[src/rtl/vga_timing_display_out.sv]
// rtl/vga_timing_display_out.sv - VGA raster timing, x/y presentation and registered, blanked colour/sync output
// Optional feature: define VGA_TEST_PATTERN_EN to let test_mode replace the colour with 8 vertical bars.
`timescale 1ns/1ps

module vga_timing_display_out #(
  parameter int   clk_mhz       = 50,
  parameter int   pixel_mhz     = 25,
  parameter int   screen_width  = 640,
  parameter int   screen_height = 480,
  parameter int   h_front       = 16,
  parameter int   h_sync        = 96,
  parameter int   h_back        = 48,
  parameter int   v_front       = 10,
  parameter int   v_sync        = 2,
  parameter int   v_back        = 33,
  parameter logic hs_pol        = 1'b0,
  parameter logic vs_pol        = 1'b0,
  parameter int   w_red         = 4,
  parameter int   w_green       = 4,
  parameter int   w_blue        = 4,
  parameter int   w_x           = $clog2(screen_width),
  parameter int   w_y           = $clog2(screen_height)
) (
  input  logic               clk,
  input  logic               rst,
  output logic [w_x-1:0]     x,
  output logic [w_y-1:0]     y,
  output logic               display_on,
  input  logic [w_red-1:0]   red,
  input  logic [w_green-1:0] green,
  input  logic [w_blue-1:0]  blue,
  input  logic               test_mode,
  output logic [w_red-1:0]   vga_r,
  output logic [w_green-1:0] vga_g,
  output logic [w_blue-1:0]  vga_b,
  output logic               vga_hs,
  output logic               vga_vs,
  output logic               frame_start
);

  localparam int div_n   = clk_mhz / pixel_mhz;
  localparam int h_total = screen_width + h_front + h_sync + h_back;
  localparam int v_total = screen_height + v_front + v_sync + v_back;
  localparam int w_h     = $clog2(h_total);
  localparam int w_v     = $clog2(v_total);
  localparam int w_div   = (div_n > 1) ? $clog2(div_n) : 1;

  localparam logic [w_h-1:0] h_last     = w_h'(h_total - 1);
  localparam logic [w_v-1:0] v_last     = w_v'(v_total - 1);
  localparam logic [w_h-1:0] h_active   = w_h'(screen_width);
  localparam logic [w_v-1:0] v_active   = w_v'(screen_height);
  localparam logic [w_h-1:0] hs_first   = w_h'(screen_width + h_front);
  localparam logic [w_h-1:0] hs_final   = w_h'(screen_width + h_front + h_sync - 1);
  localparam logic [w_v-1:0] vs_first   = w_v'(screen_height + v_front);
  localparam logic [w_v-1:0] vs_final   = w_v'(screen_height + v_front + v_sync - 1);

  logic           pix_en;
  logic [w_h-1:0] h_cnt;
  logic [w_v-1:0] v_cnt;
  logic           hs_active;
  logic           vs_active;

  logic [w_red-1:0]   pix_r;
  logic [w_green-1:0] pix_g;
  logic [w_blue-1:0]  pix_b;

  // Pixel-rate enable: one clk in every div_n, or every clk when the rates match.
  generate
    if (div_n > 1) begin : g_div
      logic [w_div-1:0] div;

      // Divider counts 0..div_n-1 and restarts on the enable cycle.
      always_ff @(posedge clk or negedge rst) begin
        if (!rst) begin
          div <= '0;
        end else if (pix_en) begin
          div <= '0;
        end else begin
          div <= div + 1'b1;
        end
      end

      assign pix_en = (div == w_div'(div_n - 1));
    end else begin : g_nodiv
      assign pix_en = 1'b1;
    end
  endgenerate

  // Raster position: h wraps at the end of each line, v advances on each h wrap.
  always_ff @(posedge clk or negedge rst) begin
    if (!rst) begin
      h_cnt <= '0;
      v_cnt <= '0;
    end else if (pix_en) begin
      if (h_cnt == h_last) begin
        h_cnt <= '0;
        if (v_cnt == v_last) begin
          v_cnt <= '0;
        end else begin
          v_cnt <= v_cnt + 1'b1;
        end
      end else begin
        h_cnt <= h_cnt + 1'b1;
      end
    end
  end

  assign display_on = (h_cnt < h_active) && (v_cnt < v_active);
  assign x          = display_on ? h_cnt[w_x-1:0] : '0;
  assign y          = display_on ? v_cnt[w_y-1:0] : '0;
  assign hs_active  = (h_cnt >= hs_first) && (h_cnt <= hs_final);
  assign vs_active  = (v_cnt >= vs_first) && (v_cnt <= vs_final);

`ifdef VGA_TEST_PATTERN_EN
  localparam logic [w_x-1:0] bar_width = w_x'(screen_width / 8);
  logic [w_x-1:0] bar_index;
  assign bar_index = x / bar_width;

  // Colour source: bars replace the drawing logic while test_mode is high.
  always_comb begin
    pix_r = red;
    pix_g = green;
    pix_b = blue;
    if (test_mode) begin
      pix_r = {w_red{bar_index[2]}};
      pix_g = {w_green{bar_index[1]}};
      pix_b = {w_blue{bar_index[0]}};
    end
  end
`else
  logic unused_test_mode;
  assign unused_test_mode = test_mode;

  // Colour source: drawing logic always passes through.
  always_comb begin
    pix_r = red;
    pix_g = green;
    pix_b = blue;
  end
`endif

  // Output stage: colour and sync sampled together so they stay aligned at the pins.
  always_ff @(posedge clk or negedge rst) begin
    if (!rst) begin
      vga_r  <= '0;
      vga_g  <= '0;
      vga_b  <= '0;
      vga_hs <= ~hs_pol;
      vga_vs <= ~vs_pol;
    end else if (pix_en) begin
      vga_r  <= display_on ? pix_r : '0;
      vga_g  <= display_on ? pix_g : '0;
      vga_b  <= display_on ? pix_b : '0;
      vga_hs <= hs_active ? hs_pol : ~hs_pol;
      vga_vs <= vs_active ? vs_pol : ~vs_pol;
    end
  end

  // Frame pulse: one clk after the tick that leaves the last position of the frame.
  always_ff @(posedge clk or negedge rst) begin
    if (!rst) begin
      frame_start <= 1'b0;
    end else begin
      frame_start <= pix_en && (h_cnt == h_last) && (v_cnt == v_last);
    end
  end

endmodule

[config.mk]
export PLATFORM = sky130hd
export DESIGN_NAME = vga_timing_display_out
export DESIGN_NICKNAME = d
export VERILOG_FILES = /design/src/rtl/vga_timing_display_out.sv
export SDC_FILE = /design/constraint.sdc
export NUM_CORES = 1
export LEC_CHECK = 0
export ABC_AREA = 1
export CAP_MARGIN = 5
export CORE_ASPECT_RATIO = 0.6
export CORE_MARGIN = 2
export CORE_UTILIZATION = 50
export DETAILED_ROUTE_END_ITERATION = 10
export PLACE_DENSITY = 0.79
export SETUP_SLACK_MARGIN = 0.02
export SYNTH_ARGS = -nofsm -noshare
export SYNTH_HDL_FRONTEND = slang
export SYNTH_SLANG_ARGS = --single-unit
[constraint.sdc]
create_clock -name clk -period 2.4 [get_ports clk]
set_input_delay 0.24 -clock clk [delete_from_list [all_inputs] [get_ports clk]]
set_output_delay 0.24 -clock clk [all_outputs]
set_load 0.01 [all_outputs]
==> reports/qor.txt <==
DPL Wire Length: 3328 um
IO Count: 50
Area share of the largest cell type after synthesis: 42.71%
First-pass GRT wire length: 7590 um
WS Path Type: register to output port
DRC: 0
Synth area leader: dfrtp_1
Synth cell types: 24
CP endpoint kind: output port
Post_cts resized: 0
Critical path arrival: 2030 ps
Starting Density: 53.21%
CTS Root Cell: clkbuf_8
CTS max path bufs: 2
Fin. max-slew vios: 0
Placed insts: 355
Post-route insts no fill: 363
Max_cap viols: 0
Max-slew headroom: 47.84%
Cell Rows: 17
Port buffer count: 48
Wirelength per Cell: 12.39 um
Fillers: 317
CP required: 2160 ps
Most common cell after layout, fill and taps aside: nand2_1
Multi-input logic area: 905.9 um2
Worst Clk Skew: 7.257 ps
GPL Wtd Cong: 0.8446
Die Area: 4521 um2
Power Dens Cells: 464.9 nW/um2
Total clock buffers created by CTS: 5
Mapped Nets: 286
Status: complete, no violations
Hold_buf cts: 0
Tcrit/Tclk final: 94.71%
Yosys warns: 0
#FFs+latches synth: 36
Total power: 0.001213 W
Critical Path Source: h_cnt[9]$_DFFE_PN0P_
Synth area leaders: dfrtp_1 43%, nand2_1 12%, nor2_1 6.4%
Drt first pass iters: 5
Leakage power: 1.226 nW
# setup viols final: 0
Synth-to-Final Area Change: 30.97%
Clock transition at path regs: 70 ps
Setup Buffers After CTS: 0
Worst vdd ir: 0.0003616 V
Most frequent cells in the layout: 66 x nand2_1, 47 x clkdlybuf4s50_1, 34 x dfrtp_1, 33 x nor2_1, 30 x inv_1
CTS H-tree lvls: 2
Gate Count Post-Synth: 267
Worst R2R Start: h_cnt[0]$_DFFE_PN0P_
Post-Synthesis Cell Area: 1992 um2
CP Max Fanout: 24
ANT cells: 0
RSZ-0062 raised after global routing: no
Die width: 85.49 um
TritonCTS clock tree: built
Syn avg cell area: 7.460 um2
Final Routed Wirelength: 4499 um
Antenna-violating nets left: 0
FF+latch area: 903.4 um2
Layout cell share with drive strength beyond 1: 8.544%
Achievable Freq: 0.4399 GHz
Worst hold slack: 23.78 ps
Routed vias/inst: 5.110
Die Height: 52.89 um
Grt ovf: 0
Sequential area share after synthesis: 45.35%
Worst setup SP type: register
CTS sink cnt: 36
Via count: 1855
Initial DRC count: 144
Worst-Margin Slew: 782.4 ps
Later-pin clock latency in the skew report: 290 ps
Tmin final: 2273 ps
Antenna violations before repair: 0
All-Layer GR Usage: 22.42%
Largest net degree at the start of global routing: 37
Nets: 334
HP Class: input pin to asynchronous set/reset pin
Setup TNS: 0 ps
Core ar.: 3744 um2
Final Hold Viols: 0
Number of global-route vias before repair: 1649
-- stage by stage --
| step | utilization [%] | cell area (um2) | worst slack (ps) |
|---|---|---|---|
| 6_report | 69.69 | 2609 | 127.0 |
| 3_3_place_gp | 66.64 | 2495 | 445.9 |
| 3_5_place_dp | 66.64 | 2495 | 423.4 |
| 5_1_grt | 69.69 | 2609 | 37.83 |
| 4_1_cts | 69.52 | 2603 | 109.5 |
| 2_1_floorplan | - | 1992 | 1038 |
-- sequential cells by signal, summed over array words and instances, names as in the netlist --
name,cells
g_div.div,1
vga_r,4
frame_start,1
v_cnt,10
h_cnt,10
vga_vs,1
vga_hs,1
vga_g,4
vga_b,4
-- cell type report --
type	instances	area share [%]
Timing Repair Buffer	51	19.23
Clock buffer	6	2.782
Multi-Input combinational cell	186	34.72
Clock inverter	2	1.343
Inverter	35	5.036
Tap cell	47	2.254
Sequential cell	36	34.63
-- cells by family after synthesis --
| group | synth area share (%) |
|---|---|
| compound gates | 8.166 |
| xor+xnor | 2.638 |
| fa+ha+maj | 2.513 |
| buf+inv | 9.297 |
| flops | 45.35 |
| simple gates | 32.04 |
-- metal layers --
metal,track usage (%),vias up,part of all wire [%]
met3,9.204,6,11
met5,0,-,0
li1,-,944,-
met2,30.60,78,39
met1,32.51,827,49
met4,5.820,0,0.96
-- Yosys cell counts --
| master | instances |
|---|---|
| a21oi_1 | 4 |
| inv_1 | 30 |
| nand2_2 | 2 |
| nand3_4 | 1 |
| nor3_1 | 6 |
| nand3_1 | 21 |
| buf_2 | 7 |
| o21ai_1 | 10 |
| nand4_1 | 8 |
| nor2_4 | 2 |
| nor4_1 | 1 |
| nor2_2 | 2 |
| nand2_1 | 66 |
| clkbuf_1 | 2 |
| o21ai_0 | 17 |
| buf_6 | 1 |
| o21a_1 | 1 |
| or2_2 | 1 |
| inv_2 | 5 |
| xor2_1 | 6 |
| ha_1 | 4 |
| dfstp_2 | 2 |
| dfrtp_1 | 34 |
| nor2_1 | 34 |
-- worst max-delay path, stage by stage (launching register included) --
cell             delay (ps)
dfrtp_1                 420
nand2_1                 100
inv_2                    70
nor3_1                  190
nand2_1                 100
buf_6                   180
nor2_1                  130
clkdlybuf4s50_1         550
-- worst paths after layout --
kind	endpoint	cells after the start	slack (ps)
worst max-delay path	x[6]	7	130
worst min-delay path	h_cnt[2]$_DFFE_PN0P_	1	20
worst max register to register	v_cnt[9]$_DFFE_PN0P_	8	730
worst min register to register	vga_r[0]$_DFFE_PN0P_	2	480
max in group asynchronous	vga_r[0]$_DFFE_PN0P_	1	1870
min in group clk	vga_r[0]$_DFFE_PN0P_	2	480
-- power by group --
part,leakage [nW],internal (W),switching (W)
clock network,0.0552,0.000308,0.000216
logic,0.717,0.0000387,0.0000278
registers,0.454,0.000617,0.00000545
(Power assumes the default switching activity.)
